<file path="src/rtl/combo_lock_ctrl.sv">
// rtl/combo_lock_ctrl.sv - sequencing controller for the combination-lock datapath
//
// Accepts one BCD digit per strobe, compares each attempt against a stored
// code, counts consecutive failures, enforces a timed lockout and lets the
// code be reprogrammed while open.
//
// Ports:
//   clk          rising-edge clock
//   reset        synchronous, active-high reset
//   digit_valid  one-cycle strobe, digit presented
//   digit        BCD digit value
//   prog_req     level request to reprogram (honoured only in OPEN)
//   state        ENTRY=0, OPEN=1, CLOSED=2, LOCKOUT=3, PROG=4
//   unlocked     1 while in OPEN
//   digit_cnt    digits accepted in the current attempt/program sequence
//   fail_cnt     consecutive failed attempts (saturates at MAX_FAILS)
//   err_digit    one-cycle pulse for a rejected (>9) digit
module combo_lock_ctrl #(
   parameter int                      NUM_DIGITS     = 6,
   parameter int                      MAX_FAILS      = 3,
   parameter int                      LOCKOUT_CYCLES = 16,
   parameter logic [4*NUM_DIGITS-1:0] DEFAULT_CODE   = 24'h797773
) (
   input  logic       clk,
   input  logic       reset,
   input  logic       digit_valid,
   input  logic [3:0] digit,
   input  logic       prog_req,
   output logic [2:0] state,
   output logic       unlocked,
   output logic [2:0] digit_cnt,
   output logic [3:0] fail_cnt,
   output logic       err_digit
);

   localparam int TW = $clog2(LOCKOUT_CYCLES + 1);
   localparam int CW = 4 * NUM_DIGITS;

   typedef enum logic [2:0] {
      ST_ENTRY   = 3'd0,
      ST_OPEN    = 3'd1,
      ST_CLOSED  = 3'd2,
      ST_LOCKOUT = 3'd3,
      ST_PROG    = 3'd4
   } state_t;

   state_t          state_q, state_d;
   logic [2:0]      digit_cnt_q, digit_cnt_d;
   logic [3:0]      fail_cnt_q, fail_cnt_d;
   logic            err_digit_q, err_digit_d;
   logic            unlocked_q, unlocked_d;
   logic            mismatch_q, mismatch_d;
   logic [TW-1:0]   timer_q, timer_d;
   logic [CW-1:0]   code_q, code_d;
   logic [CW-1:0]   shadow_q, shadow_d;

   logic [3:0]      exp_nib;
   logic            digit_ok;
   logic            last_digit;
   logic            any_mismatch;
   logic [CW-1:0]   shadow_next;

   // Code nibble for the current position; position 0 is the MSB nibble.
   always_comb begin
      exp_nib = '0;
      for (int i = 0; i < NUM_DIGITS; i++) begin
         if (digit_cnt_q == 3'(i)) begin
            exp_nib = code_q[4*(NUM_DIGITS-1-i) +: 4];
         end
      end
   end

   always_comb begin
      state_d      = state_q;
      digit_cnt_d  = digit_cnt_q;
      fail_cnt_d   = fail_cnt_q;
      err_digit_d  = 1'b0;
      mismatch_d   = mismatch_q;
      timer_d      = timer_q;
      code_d       = code_q;
      shadow_d     = shadow_q;
      digit_ok     = (digit <= 4'd9);
      last_digit   = (digit_cnt_q == 3'(NUM_DIGITS - 1));
      any_mismatch = mismatch_q | (digit != exp_nib);
      shadow_next  = {shadow_q[CW-5:0], digit};

      case (state_q)
         // CLOSED always has digit_cnt=0 and mismatch=0, so its first digit
         // goes through exactly the same path as ENTRY digit 0.
         ST_ENTRY, ST_CLOSED: begin
            if (digit_valid) begin
               if (!digit_ok) begin
                  err_digit_d = 1'b1;
               end else begin
                  state_d = ST_ENTRY;
                  if (last_digit) begin
                     digit_cnt_d = '0;
                     mismatch_d  = 1'b0;
                     if (!any_mismatch) begin
                        state_d    = ST_OPEN;
                        fail_cnt_d = '0;
                     end else if (fail_cnt_q >= 4'(MAX_FAILS - 1)) begin
                        state_d    = ST_LOCKOUT;
                        fail_cnt_d = 4'(MAX_FAILS);
                        timer_d    = TW'(LOCKOUT_CYCLES);
                     end else begin
                        state_d    = ST_CLOSED;
                        fail_cnt_d = fail_cnt_q + 4'd1;
                     end
                  end else begin
                     digit_cnt_d = digit_cnt_q + 3'd1;
                     mismatch_d  = any_mismatch;
                  end
               end
            end
         end
         ST_OPEN: begin
            // A relocking strobe is discarded, whatever its value.
            if (prog_req) begin
               state_d     = ST_PROG;
               digit_cnt_d = '0;
            end else if (digit_valid) begin
               state_d = ST_ENTRY;
            end
         end
         ST_PROG: begin
            if (digit_valid) begin
               if (!digit_ok) begin
                  err_digit_d = 1'b1;
               end else begin
                  shadow_d = shadow_next;
                  if (last_digit) begin
                     code_d      = shadow_next;
                     state_d     = ST_ENTRY;
                     digit_cnt_d = '0;
                  end else begin
                     digit_cnt_d = digit_cnt_q + 3'd1;
                  end
               end
            end
         end
         ST_LOCKOUT: begin
            // <=1 rather than ==1 so a zero timer can never wedge the lock.
            if (timer_q <= TW'(1)) begin
               state_d    = ST_ENTRY;
               fail_cnt_d = '0;
               timer_d    = '0;
            end else begin
               timer_d = timer_q - TW'(1);
            end
         end
         default: begin
            state_d     = ST_ENTRY;
            digit_cnt_d = '0;
            mismatch_d  = 1'b0;
         end
      endcase

      unlocked_d = (state_d == ST_OPEN);
   end

   always_ff @(posedge clk) begin
      if (reset) begin
         state_q     <= ST_ENTRY;
         digit_cnt_q <= '0;
         fail_cnt_q  <= '0;
         err_digit_q <= 1'b0;
         unlocked_q  <= 1'b0;
         mismatch_q  <= 1'b0;
         timer_q     <= '0;
         code_q      <= DEFAULT_CODE;
         shadow_q    <= '0;
      end else begin
         state_q     <= state_d;
         digit_cnt_q <= digit_cnt_d;
         fail_cnt_q  <= fail_cnt_d;
         err_digit_q <= err_digit_d;
         unlocked_q  <= unlocked_d;
         mismatch_q  <= mismatch_d;
         timer_q     <= timer_d;
         code_q      <= code_d;
         shadow_q    <= shadow_d;
      end
   end

   assign state     = state_q;
   assign unlocked  = unlocked_q;
   assign digit_cnt = digit_cnt_q;
   assign fail_cnt  = fail_cnt_q;
   assign err_digit = err_digit_q;

endmodule

</file>
<file path="config.mk">
export PLATFORM = sky130hd
export DESIGN_NAME = combo_lock_ctrl
export DESIGN_NICKNAME = d
export VERILOG_FILES = /design/src/rtl/combo_lock_ctrl.sv
export SDC_FILE = /design/constraint.sdc
export NUM_CORES = 1
export LEC_CHECK = 0
export ABC_CLOCK_PERIOD_IN_PS = 2450
export BUFFER_PORTS_ARGS = -buffer_cell sky130_fd_sc_hd__buf_2
export CORE_UTILIZATION = 50
export DETAILED_ROUTE_END_ITERATION = 8
export PLACE_DENSITY = 0.71
export SYNTH_ARGS = -nofsm -noshare
export SYNTH_HDL_FRONTEND = slang
export SYNTH_SLANG_ARGS = --single-unit
</file>
<file path="constraint.sdc">
create_clock -name clk -period 2.45 [get_ports clk]
set_input_delay 0.1225 -clock clk [delete_from_list [all_inputs] [get_ports clk]]
set_output_delay 0.1225 -clock clk [all_outputs]
set_load 0.01 [all_outputs]
</file>
==> results.yml, run 1 <==
pwr:
  finalPower_mw: 2.097
  ir_drop_uv: 433.8
  power_density_nw_per_um2: 611.3
  p_leak_nw: 1.313
global_routing:
  grt_pass1_vias: 2398
  grt_overflow: 0
  track_usage: 0.2405
  grt_pass1_wl_um: 11370
  grt_antenna_before_repair: 0
  grt_max_degree: 39
layout:
  final_cells: 469
  final_util: 0.6118
  area_growth_syn_to_layout_pct: 15.21
  nNetsFinal: 405
  most-common-layout-cells: "nand2_1 (99), dfxtp_1 (61), a21oi_1 (36), nor2_1 (21), buf_2 (19)"
  final_layout_size_suffix_gt1_frac: 0.1587
  diodes: 0
  final_common_cell: "nand2_1"
  multiInputGateArea_um2: 1639
  seq_area_um2: 1245
  final_area_um2: 3431
  nFillCells: 542
timing:
  clock_skew_ps: 9.823
  finalHoldViolCount: 0
  finalCritPeriodShare: 0.9478
  slew_viol_final: 0
  setup_viol: 0
  finalCriticalPeriod_ps: 2322
  whs_ps: 56.74
  tns_ps: 0
  worst_pin_slew_ps: 909.7
  maxSlewHeadroom: 0.3879
  layout_setup_ws_ps: 127.8
  max_freq_ghz: 0.4306
  rsz0062_at_grt: "no"
route:
  wl_per_cell_um: 14.17
  final_antenna_net_count: 0
  drt_iter0_markers: 206
  wl_met3_um: 316
  viasPerCell: 5.625
  wl_um: 6646
  dr.pass1.iters: 4
  m1WireLength_um: 3373
  drc_errors: 0
  top_layer: "met4"
  wl_met2_um: 2827
  vias: 2638
synthesis:
  synth-seq-cells: 62
  netlist_area_um2: 2978
  synth-edff-count: 0
  ys_types: 57
  synth_cells: 371
  ys_seq_area_frac: 0.4168
  async_flop_share: 0
  synth_flop_cell: "dfxtp_1"
  yosys_warnings: 0
  synth_nets: 384
  syn_avg_cell_area_um2: 8.027
placement:
  gp_congestion: 0.8751
  portBuffers: 19
  place_area_um2: 3177
  dp_slack_ps: 63.26
  placed_cells: 452
  dp_hpwl_um: 4646
worst_setup_path:
  reg2regPathDepth: 10
  cp_max_fo: 8
  required_ps: 2660
  setup.worst_path.end_class: "flop"
  start_kind: "flop"
  worstPathArrival_ps: 2540
  worstSetupPathType: "flop to flop"
clock_network:
  root_buffer: "clkbuf_8"
  path_clk_slew_ps: 70
  clock_path_buffers: 2
  cts_sinks: 62
  insertion_delay_ps: 340
  cts_tree: "yes"
  cts_made_buffers: 9
  cts_hold_buf: 0
  cts_max_level: 3
outcome:
  status: "finished clean"
job:
  drv_cap: 0
floorplan:
  die_x_um: 79.18
  die_y_um: 79.18
  core_um2: 5608
  num_io_pins: 20
  initial_core_util: 0.5310
  dieArea_um2: 6269
  rows: 27
hold_path:
  hold_depth: 3
  holdCritPathClass: "input pin to flop"
critical path, cell delays in order, from the launching register on:
cell and delay, ps:
dfxtp_4 370, and2_1 170, ha_4 190, buf_4 150, nand2b_1 70, mux4_2 450, nand4b_1 150, nor4_4 60
buf_4 180, nor3_4 260, o22ai_1 140
state kept, by name, summed over array words and instances (netlist names):
register and count:
code_q 24, digit_cnt 3, err_digit 1, fail_cnt 4, mismatch_q 1, shadow_q 20
state 3, timer_q 5, unlocked 1
cell type report:
| type | count | share of cell area |
|---|---|---|
| clock inverters | 5 | 0.01605 |
| multi-input cells | 277 | 0.4778 |
| inverters | 11 | 0.01204 |
| well taps | 72 | 0.02626 |
| flip-flops and latches | 62 | 0.3629 |
| repair buffers | 31 | 0.05762 |
| clock buffers | 11 | 0.04741 |
cells in the mapped netlist, types with 3 or more instances:
master | instances | area, um2
nand2_1 | 99 | 371.6
dfxtp_1 | 62 | 1241
a21oi_1 | 36 | 180.2
nor2_1 | 21 | 78.83
clkbuf_1 | 15 | 56.30
nand3b_1 | 14 | 105.1
inv_1 | 11 | 41.29
nor3_1 | 7 | 35.03
nor2b_1 | 6 | 37.54
o21ai_0 | 6 | 30.03
and2_1 | 5 | 31.28
ha_1 | 5 | 62.56
mux2i_1 | 5 | 50.05
nand2b_1 | 5 | 31.28
o22ai_1 | 5 | 31.28
a211o_1 | 4 | 35.03
buf_2 | 4 | 20.02
nand3_1 | 4 | 20.02
o211ai_1 | 4 | 30.03
a31oi_1 | 3 | 18.77
mux2_2 | 3 | 33.78
nor4_1 | 3 | 18.77
or3_1 | 3 | 18.77
kinds of logic (layout without fill, tap and decap cells):
family,count (synthesis),in the layout,synth area share
simple gates,182,182,0.3013
compound gates,80,80,0.1744
flops,62,62,0.4168
buf+inv,32,58,0.04706
mux,10,10,0.03949
fa+ha+maj,5,5,0.02101
timing repair:
action,CTS,global route
resized for setup,0,4
endpoints found under the setup margin,0,12
buffers inserted,0,1
where the power goes:
part | internal [mW] | switching (mW)
Sequential | 1.01 | 0.00321
Combinational | 0.0487 | 0.0709
Clock | 0.555 | 0.408
final timing paths:
path | endpoint | from | slack (ps)
max | timer_q[3] | digit_cnt[0] | 130
min | shadow_q[0] | digit[0] | 60
max reg2reg | timer_q[3] | digit_cnt[0] | 130
min reg2reg | code_q[7] | code_q[7] | 460
metal layers:
layer,track usage,vias to the layer above
met5,0,-
met4,0.1255,0
met3,0.04598,13
met2,0.3371,58
met1,0.3458,1220
li1,-,1347
(Power assumes the default switching activity.)
==> run 2: changes to the inputs <==
Settings changed: ABC_CLOCK_PERIOD_IN_PS 2450 to 2800, PLACE_DENSITY 0.71 to 0.68.
Clock period 2.45 ns to 2.8 ns, I/O delays scaled along.
==> results.yml, run 2 (synthesized netlist as in run 1, its figures left out) <==
outcome:
  status: "finished clean"
placement:
  dp_hpwl_um: 4378
  place_area_um2: 3147
  gp_congestion: 0.8643
  dp_slack_ps: 360.3
  portBuffers: 19
  placed_cells: 452
floorplan:
  rows: 27
  die_x_um: 79.18
  dieArea_um2: 6269
  die_y_um: 79.18
  num_io_pins: 20
  core_um2: 5608
  initial_core_util: 0.5310
clock_network:
  cts_resized: 0
  postCtsSetupRepairBufs: 0
  cts_max_level: 3
  path_clk_slew_ps: 70
  clock_path_buffers: 2
  cts_made_buffers: 9
  cts_hold_buf: 0
  cts_tree: "yes"
  root_buffer: "clkbuf_8"
  insertion_delay_ps: 350
  cts_sinks: 62
layout:
  most-common-layout-cells: "nand2_1 (99), dfxtp_1 (62), a21oi_1 (36), nor2_1 (21), buf_2 (19)"
  largest_registers: "code_q: 24 flops, shadow_q: 20 flops, timer_q: 5 flops"
  top_register: "code_q"
  final_area_um2: 3371
  nFillCells: 526
  final_cells: 468
  final_layout_size_suffix_gt1_frac: 0.1414
  area_growth_syn_to_layout_pct: 13.19
  final_common_cell: "nand2_1"
  nNetsFinal: 404
  final_util: 0.6011
  diodes: 0
  seq_area_um2: 1241
  multiInputGateArea_um2: 1597
  largest_reg_flops: 24
global_routing:
  grt-busiest-layer: "met2"
  grt_pass1_vias: 2416
  met1_usage: 0.3024
  track_usage: 0.2279
  grt_overflow: 0
  grt_pass1_wl_um: 11030
  grtUsageMet2: 0.3345
  met3_usage: 0.06322
  grt_antenna_before_repair: 0
  grt_max_degree: 43
timing:
  tns_ps: 0
  finalHoldViolCount: 0
  setup_viol: 0
  finalCritPeriodShare: 0.8795
  finalCriticalPeriod_ps: 2463
  max_freq_ghz: 0.4061
  layout_setup_ws_ps: 337.5
  worst_pin_slew_ps: 704.9
  clock_skew_ps: 9.956
  rsz0062_at_grt: "no"
  slew_viol_final: 0
  maxSlewHeadroom: 0.5258
worst_setup_path:
  worstPathArrival_ps: 2690
  required_ps: 3030
  start_kind: "flop"
  crit_buf_inv: 0
  cp_max_fo: 8
  max_stage_delay_ps: 450
  path_delay_family: "simple AND/OR/NAND/NOR gates"
  worstSetupPathType: "flop to flop"
  cp_cell_sequence: "and2_1 > ha_1 > nand2_1 > a2111oi_2 > a31oi_1 > nor3b_1 > nor4_4 > nor3_2 > o21ba_1"
  setup.worst_path.end_class: "flop"
  cpMaxStageDelayCell: "nor4_4"
hold_path:
  holdCritPathClass: "input pin to flop"
pwr:
  ir_drop_uv: 447.3
  p_leak_nw: 1.301
  power_density_nw_per_um2: 553.5
job:
  drv_cap: 0
route:
  wl_um: 6417
  vias: 2664
  final_antenna_net_count: 0
  drc_errors: 0
  wl_per_cell_um: 13.71
  viasPerCell: 5.692
  dr.pass1.iters: 4
  drt_iter0_markers: 257
-- run 2: cell types whose count changed in the layout (fill, tap and decap cells not counted), moves of 2 or more --
cell	change
nor3_2	+2
clkinvlp_4	-2
nor3_4	-2
clkinv_4	+2
-- run 2: layout make-up --
type / instances / share of cell area
Inverter: 11 / 0.01225
Clock inverter: 5 / 0.02450
Timing Repair Buffer: 30 / 0.05271
Sequential cell: 62 / 0.3682
Clock buffer: 11 / 0.04195
Tap cell: 72 / 0.02673
Multi-Input combinational cell: 277 / 0.4736
-- run 2: worst register-to-register path: cells and delay by family (launching register included) --
kind / cells / cell delay (ps)
AO/OA/AOI/OAI: 3 / 670
adder cells (fa/ha/maj): 1 / 320
flip-flops: 1 / 320
AND/OR/NAND/NOR: 5 / 1050
-- run 2: metrics by stage --
stage | power, mW | hold slack [ps]
6_report | 1.866 | 57.74
5_1_grt | 1.943 | 56.60
4_1_cts | 1.882 | 47.84
3_5_place_dp | 1.006 | 421.5
3_3_place_gp | 1.005 | 414.3
2_1_floorplan | 0.9807 | 276.0
-- run 2: per-layer routing --
metal | vias up | part of all wire
met5 | - | 0
met2 | 72 | 0.44
met3 | 14 | 0.055
met1 | 1246 | 0.49
li1 | 1332 | -
met4 | 0 | 0.021
-- run 2: power by group --
group          leakage, nW  internal, mW  switching [mW]
clock network        0.113         0.527           0.352
registers            0.500         0.885         0.00145
logic                0.687        0.0392          0.0610
-- run 2: path summary, 6_finish.rpt --
check	startpoint	endpoint	slack, ps	cells after the start
max	digit_cnt[0]	timer_q[4]	340	9
min	digit[0]	shadow_q[0]	60	3
max reg2reg	digit_cnt[0]	timer_q[4]	340	9
min reg2reg	code_q[23]	code_q[23]	460	2
